<file path="src/rtl/cnu_pkg.sv">
// Shared helpers for the min-sum check-node datapath.
// Ports: none (package). Provides clog2, offset_sat and the sign-magnitude
// convention: a message is {sign, magnitude}, sign in the MSB, 1 = negative.
package cnu_pkg;

  // Ceiling log2 for sizing counters from a degree; returns 0 for n <= 1.
  function automatic int clog2(input int n);
    int r = 0;
    for (int i = 0; i < 31; i++) begin
      if ((1 << i) < n) r = i + 1;
    end
    return r;
  endfunction

  // Offset subtraction with a floor of zero. Operands are zero-extended to
  // 32 bits by the caller; the result never exceeds m, so truncating it back
  // to the magnitude width is lossless.
  function automatic logic [31:0] offset_sat(input logic [31:0] m,
                                              input logic [31:0] off);
    return (m > off) ? (m - off) : 32'd0;
  endfunction

  // Zero magnitudes always carry a positive sign so there is a single
  // encoding of zero on the wire.
  function automatic logic canon_sign(input logic s, input logic nonzero);
    return s & nonzero;
  endfunction

endpackage

</file>
<file path="src/rtl/cnu_offset_sat.sv">
// Single-edge offset-min-sum message conversion (combinational).
// Ports: m = selected magnitude, sgn = raw edge sign,
//        msg = {canonical sign, max(m - OFFSET, 0)}.
module cnu_offset_sat
  import cnu_pkg::*;
#(
  parameter int          data_w = 8,
  parameter int unsigned OFFSET = 1
) (
  input  logic [data_w-1:0] m,
  input  logic              sgn,
  output logic [data_w:0]   msg
);

  logic [data_w-1:0] mag;

  always_comb begin
    mag = data_w'(offset_sat(32'(m), 32'(OFFSET)));
    msg = {canon_sign(sgn, mag != '0), mag};
  end

endmodule

</file>
<file path="src/rtl/cnu_msg_gen.sv">
// Check-node output stage: accepts one {min, min2, min_idx, signs} frame and
// serialises D offset-min-sum check-to-variable messages, one edge per beat.
// Ports: clk/rst (sync, active-high); in_valid/in_ready frame handshake with
//        min, min2, min_idx, signs; out_valid/out_ready message handshake with
//        out_data ({sign, mag}), out_idx (edge k) and out_last (k == D-1).
module cnu_msg_gen
  import cnu_pkg::*;
#(
  parameter int          data_w = 8,
  parameter int          idx_w  = 8,
  parameter int          D      = 5,
  parameter int unsigned OFFSET = 1
) (
  input  logic              clk,
  input  logic              rst,
  input  logic              in_valid,
  output logic              in_ready,
  input  logic [data_w-1:0] min,
  input  logic [data_w-1:0] min2,
  input  logic [idx_w-1:0]  min_idx,
  input  logic [D-1:0]      signs,
  output logic              out_valid,
  input  logic              out_ready,
  output logic [data_w:0]   out_data,
  output logic [idx_w-1:0]  out_idx,
  output logic              out_last
);

  localparam int                cnt_w  = clog2(D);
  localparam logic [cnt_w-1:0]  k_last = cnt_w'(D - 1);

  typedef enum logic {
    IDLE,
    EMIT
  } state_t;

  state_t            state, state_nxt;
  logic [cnt_w-1:0]  k, k_nxt;

  // Held frame.
  logic [data_w-1:0] min_q, min2_q;
  logic [idx_w-1:0]  min_idx_q;
  logic [D-1:0]      signs_q;
  logic              par_q;

  // Frame as it will look after this edge: the bus on accept, else the hold.
  logic [data_w-1:0] min_n, min2_n;
  logic [idx_w-1:0]  min_idx_n;
  logic [D-1:0]      signs_n;
  logic              par_n;

  logic              accept, beat, last_beat;
  logic [data_w-1:0] m_sel;
  logic              sgn_sel;
  logic [data_w:0]   msg;

  assign out_valid = (state == EMIT);

  // Handshake and FSM next state. in_ready opens on the final beat so the
  // next frame can follow without an idle cycle.
  always_comb begin
    beat      = out_valid && out_ready;
    last_beat = beat && out_last;
    in_ready  = (state == IDLE) || last_beat;
    accept    = in_valid && in_ready;

    state_nxt = state;
    k_nxt     = k;
    if (accept) begin
      state_nxt = EMIT;
      k_nxt     = '0;
    end else if (last_beat) begin
      state_nxt = IDLE;
      k_nxt     = '0;
    end else if (beat) begin
      k_nxt     = k + cnt_w'(1);
    end
  end

  // Outputs are registered, so the edge to present next is computed from
  // the next-state counter and the next-state frame.
  always_comb begin
    min_n     = accept ? min     : min_q;
    min2_n    = accept ? min2    : min2_q;
    min_idx_n = accept ? min_idx : min_idx_q;
    signs_n   = accept ? signs   : signs_q;
    par_n     = accept ? ^signs  : par_q;

    // A min_idx outside 0..D-1 (merge-tree pad index) never matches.
    m_sel   = (32'(k_nxt) == 32'(min_idx_n)) ? min2_n : min_n;
    sgn_sel = par_n ^ signs_n[k_nxt];
  end

  cnu_offset_sat #(
    .data_w (data_w),
    .OFFSET (OFFSET)
  ) u_sat (
    .m   (m_sel),
    .sgn (sgn_sel),
    .msg (msg)
  );

  always_ff @(posedge clk) begin
    if (rst) begin
      state     <= IDLE;
      k         <= '0;
      min_q     <= '0;
      min2_q    <= '0;
      min_idx_q <= '0;
      signs_q   <= '0;
      par_q     <= 1'b0;
      out_data  <= '0;
      out_idx   <= '0;
      out_last  <= 1'b0;
    end else begin
      state <= state_nxt;
      k     <= k_nxt;
      if (accept) begin
        min_q     <= min;
        min2_q    <= min2;
        min_idx_q <= min_idx;
        signs_q   <= signs;
        par_q     <= ^signs;
      end
      // Under backpressure k_nxt and the frame are unchanged, so the
      // reloaded values equal the held ones.
      if (state_nxt == EMIT) begin
        out_data <= msg;
        out_idx  <= idx_w'(k_nxt);
        out_last <= (k_nxt == k_last);
      end else begin
        out_data <= '0;
        out_idx  <= '0;
        out_last <= 1'b0;
      end
    end
  end

endmodule

</file>
<file path="config.mk">
export PLATFORM = sky130hd
export DESIGN_NAME = cnu_msg_gen
export DESIGN_NICKNAME = d
export VERILOG_FILES = /design/src/rtl/cnu_pkg.sv /design/src/rtl/cnu_offset_sat.sv /design/src/rtl/cnu_msg_gen.sv
export SDC_FILE = /design/constraint.sdc
export NUM_CORES = 1
export LEC_CHECK = 0
export ABC_CLOCK_PERIOD_IN_PS = 4590
export BUFFER_PORTS_ARGS = -buffer_cell sky130_fd_sc_hd__buf_2
export CORE_AREA = 2 2 91 71
export CTS_CLUSTER_SIZE = 40
export DETAILED_ROUTE_END_ITERATION = 10
export DIE_AREA = 0 0 93 73
export GPL_ROUTABILITY_DRIVEN = 0
export SETUP_SLACK_MARGIN = 0.5
export SKIP_LAST_GASP = 1
export SLEW_MARGIN = 20
export SYNTH_ARGS = -nofsm -noshare
export SYNTH_HDL_FRONTEND = slang
export SYNTH_HIERARCHICAL = 1
export SYNTH_SLANG_ARGS = --single-unit
export TNS_END_PERCENT = 50
</file>
<file path="constraint.sdc">
create_clock -name clk -period 4.59 [get_ports clk]
set_clock_uncertainty 0.2 [all_clocks]
set_input_delay 0 -clock clk [delete_from_list [all_inputs] [get_ports clk]]
set_output_delay 0 -clock clk [all_outputs]
set_load 0.005 [all_outputs]
</file>
After elaboration in Yosys (flattened, before gate mapping)

Cells that the tools add are included.

Add/sub/neg operators: 2
$lt $le $gt $ge: 2
Eq/ne operators: 2
Mux-type cells: 14
Bitwise operators: 4
Reduce and logical (&&, ||, !) cells: 7

Operators with widths:

| operator                                                       | number |
|---|---|
| two-way mux 8 bit                                              | 5 |
| two-way mux 3 bit                                              | 3 |
| == test 3 x 8 -> 1 bit                                         | 1 |
| greater-than comparator 8 x 1 -> 1 bit (second input constant) | 1 |
| nonzero test 8 bit                                             | 1 |
| subtractor 8 x 1 -> 8 bit (second input constant)              | 1 |
| two-way mux 5 bit                                              | 1 |
| XOR reduction 5 bit                                            | 1 |
| less-than comparator 3 x 4 -> 1 bit (second input constant)    | 1 |
| two-way mux 1 bit                                              | 4 |
| adder 3 x 1 -> 3 bit (second input constant)                   | 1 |
| binary-select mux 1 bit (select 3 bit)                         | 1 |
| == test 3 bit (second input constant)                          | 1 |
| logical AND 1 bit                                              | 3 |
| inverter 1 bit                                                 | 2 |
| OR reduction 2 bit                                             | 1 |
| AND 1 bit                                                      | 1 |
| logical OR 1 bit                                               | 1 |
| bitwise XOR 1 bit                                              | 1 |

Register bits: 52
Input port bits: 33
Output and inout port bits: 20

Logic depth before layout (Yosys ltp)

Gate-level depths: netlist of the first run.

Depth in word-level cells: 11
Gate-level depth with buffers: 14
Mapped depth without buffers: 14

By module

Netlist of the first run, hierarchy kept.

By module, submodules not included:

| module         | times used | cells an instance | area each (um^2) | sequential area each (um^2) |
|---|---|---|---|---|
| cnu_msg_gen    | 1          | 222               | 2042.0           | 940.9 |
| cnu_offset_sat | 1          | 39                | 270.3            | 0.0 |

Worst setup path after synthesis of the first run

Ideal clock, no wire load.

Kind: register to register
From: register state, in the netlist out_valid
To: register out_data[8]
Setup time: 0.115 ns
Data arrival time: 3.110 ns
Slack: 1.165 ns
Stages on the path, launching flop included: 15
Path buffers: 1
Cells stage by stage: dfxtp_1 -> buf_6 -> nor2_1 -> o21a_1 -> a31oi_2 -> xor2_1 -> nor3_4 -> mux2i_1 -> inv_1 -> ha_1 -> or4b_4 -> xnor2_1 -> nor3_1 -> o2bb2ai_1 -> and2_1

Word-level cells in the longest chain between the ends: 11
Elaborated cells between the ends (all ways): 27
Those cells by class: add/sub (1); order compare (1); eq/ne (1); mux (14); bitwise (4); reduce/logical (6)

RTL lines:

| item                                                                                       | line                 | text |
|---|---|---|
| start, declared                                                                            | cnu_msg_gen.sv:37    | `state_t state, state_nxt;` |
| start signal, assigned                                                                     | cnu_msg_gen.sv:116   | `state <= state_nxt;` |
| logical AND 1 bit                                                                          | cnu_msg_gen.sv:62    | `beat = out_valid && out_ready;` |
| logical AND 1 bit                                                                          | cnu_msg_gen.sv:63    | `last_beat = beat && out_last;` |
| logical OR 1 bit                                                                           | cnu_msg_gen.sv:64    | `in_ready = (state == IDLE) \|\| last_beat;` |
| logical AND 1 bit                                                                          | cnu_msg_gen.sv:65    | `accept = in_valid && in_ready;` |
| two-way mux 3 bit / two-way mux 8 bit (equally long branches)                              | --                   |  |
| == test 3 x 8 -> 1 bit                                                                     | cnu_msg_gen.sv:90    | `m_sel = (32'(k_nxt) == 32'(min_idx_n)) ? min2_n : min_n;` |
| two-way mux 8 bit *                                                                        | cnu_msg_gen.sv:90    |  |
| via m_sel[0]                                                                               | cnu_msg_gen.sv:53    | `logic [data_w-1:0] m_sel;` |
| subtractor 8 x 1 -> 8 bit / greater-than comparator 8 x 1 -> 1 bit (equally long branches) | cnu_pkg.sv:20        | `return (m > off) ? (m - off) : 32'd0;` |
| two-way mux 8 bit *                                                                        | cnu_pkg.sv:20        |  |
| nonzero test 8 bit *                                                                       | cnu_offset_sat.sv:19 | `msg = {canon_sign(sgn, mag != '0), mag};` |
| AND 1 bit *                                                                                | cnu_pkg.sv:26        | `return s & nonzero;` |
| via msg[8]                                                                                 | cnu_msg_gen.sv:55    | `logic [data_w:0] msg;` |
| end signal, assigned                                                                       | cnu_msg_gen.sv:128   | `out_data <= msg;` |
| end, declared                                                                              | cnu_msg_gen.sv:24    | `output logic [data_w:0] out_data,` |

The timed path passes the listed nets; every way through them passes the cells marked *. The select of a mux whose other input is x is not followed.
A chain may end at the register's enable or synchronous reset.

Final worst setup path of the first run

Same ends and word-level chain as after synthesis.

==> results.py, run 1 <==
metrics = {
    "outcome": {
        "status": "finished clean",
    },
    "grt": {
        "grt_pass1_vias": 1884,
        "grt_pass1_wl_um": 8670,
        "grt_overflow": 0,
        "grt_max_degree": 35,
        "grt_use_total_pct": 16.1,
        "antenna_found_initial": 0,
    },
    "cells_and_area": {
        "drive_above_1_share_pct": 21.5,
        "nets": 374,
        "syn2layout_area_growth_pct": 30.8,
        "multiInputGateArea_um2": 1270,
        "seqCellArea_um2": 943,
        "diodes": 0,
        "nFillCells": 618,
    },
    "critical_path": {
        "endpoint_kind": "register",
        "path_cells": "a21bo_2, and2_1, nor3_1, a21oi_1, nor3_4, buf_12, mux2i_1, buf_4, inv_1, ha_1, or4b_4, xnor2_1, nor3_1, o2bb2ai_1, and2_1",
        "required_ns": 4.59,
        "crit_type": "reg2reg",
        "crit_path_start": "out_valid$_SDFF_PP0_",
        "path_max_fanout": 13,
        "critPathArrivalTime_ns": 3.70,
        "r2r_cells": 15,
        "worstSetupStartpointType": "register",
        "r2r-start": "out_valid$_SDFF_PP0_",
        "crit_slowest_cell": "or4b_4",
        "cpPeakStageDelay_ns": 0.51,
    },
    "routing": {
        "via_per_inst": 4.79,
        "antenna_left": 0,
        "drtPass1Iterations": 4,
        "drc": 0,
        "drt-total-wl_um": 5060,
        "drt-initial-drc-count": 94,
        "avgRoutedWirePerCell_um": 12.0,
        "vias": 2013,
    },
    "synthesis": {
        "yosysSeqAreaShare_pct": 40.7,
        "yosysWarnings": 6,
        "synthAdderAreaFrac_pct": 1.62,
        "synth-xor-area-share_pct": 4.17,
        "ys_types": 48,
        "syn-mean-instance-area_um2": 8.86,
        "synth-edff-count": 0,
        "async_flop_share_pct": 0,
        "synth-main-ff-cell": "dfxtp_1",
        "yosys_register_bits": 47,
        "syn_inst": 261,
        "synth_area_um2": 2310,
        "synth-compound-area-share_pct": 12.1,
        "synth-simple-area-share_pct": 24.1,
        "synth_top_family_by_area": "simple AND/OR/NAND/NOR gates",
        "synth_mux_area_share_pct": 11.7,
    },
    "timing": {
        "finalCritPeriodShare_pct": 80.6,
        "fin_crit_ns": 3.70,
        "fmax_mhz": 270,
        "finalSetupViolCount": 0,
        "relSlewSlack_pct": 45.7,
        "hold_violations": 0,
        "drv_slew": 0,
        "worstMarginPinSlew_ns": 0.792,
        "fin_tns_setup_ns": 0,
        "grt_setup_unrepaired": "false",
    },
    "die": {
        "initial_core_util_pct": 38.5,
        "dieArea_um2": 6790,
        "num_rows": 25,
        "core-area_um2": 6010,
        "die_h_um": 73,
        "die_w_um": 93,
        "io_pins": 53,
    },
    "power_and_ir_drop": {
        "vdd_drop_max_v": 0.000182,
        "power_frac_comb_pct": 26.8,
        "p_per_area_nw_per_um2": 311,
        "power_uw": 939,
        "power.internal_uw": 666,
        "p_leak_nw": 1.34,
        "seqPwrFrac_pct": 47.7,
        "p_switching_uw": 274,
        "switching_share_pct": 29.1,
        "p_clk_share_pct": 25.5,
    },
    "clocking": {
        "clkSlewWorstSetupHoldPaths_ns": 0.08,
        "insertion_delay_ns": 0.29,
        "cts_buffer_depth": 2,
        "numCtsBuffers": 5,
        "ctsRootBufferMaster": "clkbuf_8",
        "htreeDepth": 2,
        "cts_tree": "done",
        "clkSinkCount": 47,
    },
    "worst_hold_path": {
        "holdCritStartpoint": "in_valid",
        "min_path_cells": 4,
        "hold_class": "in2reg",
    },
    "run": {
        "maxCapViolCount": 0,
    },
    "place": {
        "port_buffers": 47,
        "hpwl_um": 3590,
    },
}
-- per-stage QoR --
stage	setup slack, ns	hold WS, ns	utilization [%]	cell area [um^2]	std cells
after floorplan	1.17	-0.0640	-	2330	265
after global placement	0.674	0.0578	43.0	2580	378
after detailed placement	0.506	0.0575	43.0	2580	378
after CTS	0.659	0.0349	50.2	3010	420
after global routing	0.531	0.0763	50.4	3020	420
final	0.888	0.0458	50.4	3020	420
-- power groups by stage --
stage / sequential [mW] / combinational, mW / clock, mW
2_1_floorplan: 0.455 / 0.165 / 0
3_3_place_gp: 0.457 / 0.219 / 0
3_5_place_dp: 0.458 / 0.221 / 0
4_1_cts: 0.448 / 0.250 / 0.247
5_1_grt: 0.452 / 0.283 / 0.267
6_report: 0.448 / 0.252 / 0.240
-- repair_timing --
item,CTS,global route
hold endpoints to repair,32,0
buffers inserted,3,0
pin swaps,1,0
endpoints found under the setup margin,1,3
hold buffers,31,0
resized for setup,0,4
-- registers in the layout, indices dropped and copies added, names as in the netlist --
| signal | count |
|---|---|
| par_q | 1 |
| min_q | 8 |
| k | 3 |
| signs_q | 5 |
| out_last | 1 |
| min_idx_q | 8 |
| out_valid | 1 |
| out_idx | 3 |
| min2_q | 8 |
| out_data | 9 |
-- logic make-up (layout without fill, tap and decap cells) --
family          count (synthesis)  count (layout)
compound gates                 42              42
flops                          47              47
simple gates                  105             105
fa+ha+maj                       3               3
mux                            27              27
xor+xnor                       11              11
other cells                     1               5
buf+inv                        25              99
-- per-layer routing --
layer,GRT usage (%),vias up,share of wire [%]
met1,22.7,907,50
met2,24.2,53,43
met5,0,-,0
li1,-,1042,-
met4,6.21,0,2.2
met3,3.51,11,4.9
-- worst paths after layout --
path                             end  slack, ns
min reg2reg  min_idx_q[3]$_SDFF_PP0_       0.26
min            out_idx[2]$_SDFF_PP0_       0.05
max reg2reg   out_data[8]$_SDFF_PP0_       0.89
max           out_data[8]$_SDFF_PP0_       0.89
-- worst max-delay path, delay by kind of cell, from the launching register on --
| family | cells | cell delay, ns |
|---|---|---|
| buffers and inverters | 3 | 0.37 |
| DFF | 1 | 0.46 |
| xor gates and xnor gates | 1 | 0.14 |
| muxes | 1 | 0.07 |
| AOI/OAI and AO/OA | 3 | 0.52 |
| adders and majority gates | 1 | 0.23 |
| and+or+nand+nor | 6 | 1.59 |
-- Yosys cell counts, types with 4 or more instances --
master	instances	share of area (%)
a21oi_1	18	3.9
buf_2	5	1.1
dfxtp_1	47	41
buf_4	5	1.6
nor3_1	4	0.87
xor2_1	5	1.9
nand2_1	23	3.7
mux2i_1	27	12
clkbuf_1	6	0.97
o21ai_0	7	1.5
inv_1	8	1.3
and2_1	10	2.7
xnor2_1	6	2.3
nor2_1	37	6.0
-- layout make-up --
| cell class | count | share of cell area (%) |
|---|---|---|
| well taps | 81 | 3.35 |
| flip-flops and latches | 47 | 31.2 |
| clock inverters | 2 | 0.414 |
| multi-input cells | 193 | 42.0 |
| repair buffers | 83 | 19.7 |
| inverters | 8 | 0.993 |
| clock buffers | 6 | 2.40 |
-- placed cells by master, fill, tap and decap left out, drive strengths merged, types with 6 or more instances in the layout --
| master | n |
|---|---|
| clkbuf | 6 |
| nor2 | 37 |
| and2 | 10 |
| mux2i | 27 |
| o21ai | 7 |
| nand2 | 24 |
| buf | 52 |
| dfxtp | 47 |
| a21oi | 18 |
| inv | 8 |
| dlygate4sd3 | 31 |
| xnor2 | 6 |
(Power assumes the default switching activity.)
==> inputs of run 2 (changes only) <==
--- a/config.mk
+++ b/config.mk
@@ -5,12 +5,13 @@
 export SDC_FILE = /design/constraint.sdc
 export NUM_CORES = 1
 export LEC_CHECK = 0
-export ABC_CLOCK_PERIOD_IN_PS = 4590
+export ABC_AREA = 1
+export ABC_CLOCK_PERIOD_IN_PS = 3000
 export BUFFER_PORTS_ARGS = -buffer_cell sky130_fd_sc_hd__buf_2
-export CORE_AREA = 2 2 91 71
+export CORE_AREA = 2 2 96 75
 export CTS_CLUSTER_SIZE = 40
 export DETAILED_ROUTE_END_ITERATION = 10
-export DIE_AREA = 0 0 93 73
+export DIE_AREA = 0 0 98 77
 export GPL_ROUTABILITY_DRIVEN = 0
 export SETUP_SLACK_MARGIN = 0.5
 export SKIP_LAST_GASP = 1
==> constraint.sdc (replaced) <==
create_clock -name clk -period 3 [get_ports clk]
set_clock_uncertainty 0.2 [all_clocks]
set_input_delay 0 -clock clk [delete_from_list [all_inputs] [get_ports clk]]
set_output_delay 0 -clock clk [all_outputs]
set_load 0.005 [all_outputs]
==> results.py, run 2 <==
metrics = {
    "outcome": {
        "status": "finished clean",
    },
    "critical_path": {
        "worstSetupStartpointType": "register",
        "crit_type": "reg2reg",
        "endpoint_kind": "register",
        "critPathArrivalTime_ns": 2.88,
        "required_ns": 2.97,
        "path_max_fanout": 8,
    },
    "grt": {
        "grt_overflow": 0,
        "grt_pass1_vias": 2419,
        "antenna_found_initial": 0,
        "grt_pass1_wl_um": 10900,
        "grt_max_degree": 35,
        "grt_use_total_pct": 17.7,
    },
    "synthesis": {
        "synth_top_cell_area_share_pct": 36.4,
        "async_flop_share_pct": 0,
        "synth-edff-count": 0,
        "yosysWarnings": 6,
        "synth-main-ff-cell": "dfxtp_1",
        "yosys_register_bits": 47,
        "synth_most_common_cell": "nand2_1",
        "ys_types": 31,
        "syn-mean-instance-area_um2": 6.80,
        "synthTopCellsByCount": "74 x nand2_1, 66 x inv_1, 55 x nor2_1",
        "syn_inst": 380,
        "synth_area_um2": 2580,
        "yosysSeqAreaShare_pct": 36.4,
        "yosysTopAreaCell": "dfxtp_1",
        "yosys-top-cells-area": "dfxtp_1 36%, nand2_1 11%, inv_1 9.6%",
    },
    "cells_and_area": {
        "nets": 514,
        "mostFrequentLayoutCells": "62 x nand2_1, 60 x inv_1, 50 x nor2_1",
        "largest_reg_flops": 9,
        "seqCellArea_um2": 947,
        "final_common_cell": "nand2_1",
        "fin_util_pct": 56.2,
        "diodes": 0,
        "drive_above_1_share_pct": 33.6,
        "multiInputGateArea_um2": 1540,
        "nFillCells": 628,
        "regMostFlops": "out_data",
        "syn2layout_area_growth_pct": 43.7,
    },
    "routing": {
        "drt-initial-drc-count": 100,
        "avgRoutedWirePerCell_um": 11.9,
        "antenna_left": 0,
        "drt-total-wl_um": 6670,
        "drc": 0,
        "drtPass1Iterations": 4,
        "vias": 2572,
        "via_per_inst": 4.57,
    },
    "die": {
        "num_rows": 26,
        "core-area_um2": 6600,
        "initial_core_util_pct": 39.1,
        "dieArea_um2": 7550,
        "die_w_um": 98,
        "io_pins": 53,
        "die_h_um": 77,
    },
    "clocking": {
        "ctsRootBufferMaster": "clkbuf_8",
        "numCtsBuffers": 5,
        "cts_buffer_depth": 2,
        "cts_tree": "done",
        "insertion_delay_ns": 0.30,
        "clkSlewWorstSetupHoldPaths_ns": 0.09,
        "htreeDepth": 2,
        "clkSinkCount": 47,
    },
    "timing": {
        "hold_violations": 0,
        "grt_setup_unrepaired": "true",
        "drv_slew": 0,
        "fmax_mhz": 344,
        "finalCritPeriodShare_pct": 96.9,
        "fin_crit_ns": 2.91,
        "finalSetupViolCount": 0,
        "fin_hold_ws_ns": 0.00179,
    },
    "power_and_ir_drop": {
        "p_leak_nw": 1.92,
        "power_mw": 1.64,
        "p_per_area_nw_per_um2": 442,
        "vdd_drop_max_v": 0.000257,
    },
    "worst_hold_path": {
        "hold_class": "in2reg",
    },
    "place": {
        "port_buffers": 47,
        "hpwl_um": 4240,
    },
    "run": {
        "maxCapViolCount": 0,
    },
}
[run 2: cell types whose count changed in the layout (fill, tap and decap cells not counted), moves of 8 or more]
cell and delta:
mux2i_1 -26, nand2_2 +9, nor2_1 +13, nand2_1 +39
inv_2 +8, and2_1 -10, inv_1 +52, or2_2 +17
buf_4 +16, nand3_1 +26, a21oi_1 -15
[run 2: final cells by class]
cell class              instances  area share, %
multi-input cells             251           41.5
flip-flops and latches         47           25.5
repair buffers                103           20.2
inverters                      70           7.22
well taps                      84           2.83
clock buffers                   8           2.70
[run 2: kinds of logic (layout without fill, tap and decap cells)]
logic type / count (synthesis) / in the layout / share of synthesized area (%)
XOR/XNOR: 2 / 2 / 0.678
flip-flops: 47 / 47 / 36.4
other: 1 / 5 / 0.145
AND/OR/NAND/NOR: 206 / 207 / 38.8
adder cells (fa/ha/maj): 3 / 3 / 1.45
AO/OA/AOI/OAI: 34 / 34 / 8.33
buffers and inverters: 87 / 181 / 14.1
[run 2: critical path: stages (launching register included)]
cell	delay [ns]
dfxtp_4	0.41
nand3_4	0.14
nand2_8	0.13
buf_6	0.13
nand3b_1	0.09
nand2_1	0.09
nand2_1	0.05
nand2_1	0.07
inv_2	0.06
nor2_8	0.21
nand2_8	0.10
nand2_1	0.08
nand2_2	0.09
inv_1	0.10
nand2_1	0.09
nor2_2	0.16
nand2_4	0.12
o21ai_2	0.10
nand3_2	0.09
nor2_1	0.09
a21oi_1	0.07
inv_1	0.05
nor2_1	0.03
[run 2: timing repair]
| item | 4_1_cts | 5_1_grt |
|---|---|---|
| buffers inserted | 11 | 4 |
| setup endpoints to repair | 9 | 9 |
| hold buffers | 32 | 0 |
| cloned | 1 | 0 |
| resized for setup | 31 | 32 |
| pin swaps | 20 | 20 |
| endpoints found under the hold margin | 31 | 0 |
[run 2: final timing paths]
check / from / endpoint / slack, ns / depth (start not counted)
setup / recovery: out_valid$_SDFF_PP0_ / out_data[8]$_SDFF_PP0_ / 0.09 / 22
setup reg to reg: out_valid$_SDFF_PP0_ / out_data[8]$_SDFF_PP0_ / 0.09 / 22
hold reg to reg: signs_q[2]$_SDFF_PP0_ / signs_q[2]$_SDFF_PP0_ / 0.32 / 4
hold / removal: in_valid / signs_q[0]$_SDFF_PP0_ / 0.002 / 4
[run 2: per-stage QoR]
stage	worst slack (ns)	cells	cell area, um^2	TNS [ns]
2_1_floorplan	0.244	384	2630	0
3_3_place_gp	0.0792	507	2930	0
3_5_place_dp	0.0266	507	2930	0
4_1_cts	0.186	559	3550	0
5_1_grt	-0.119	563	3710	-0.199
6_report	0.0929	563	3710	0
[run 2: where the power goes]
part,internal (mW),switching [mW]
registers,0.670,0.0127
logic,0.233,0.307
clock network,0.211,0.204
[run 2: routing by layer]
layer | up-vias | routed length, um | part of all wire [%] | global-route usage, %
met5 | - | 0 | 0 | 0
met4 | 0 | 63 | 0.94 | 4.44
met3 | 7 | 377 | 5.7 | 4.28
met2 | 71 | 3070 | 46 | 28.1
met1 | 1148 | 3160 | 47 | 24.1
li1 | 1346 | - | - | -
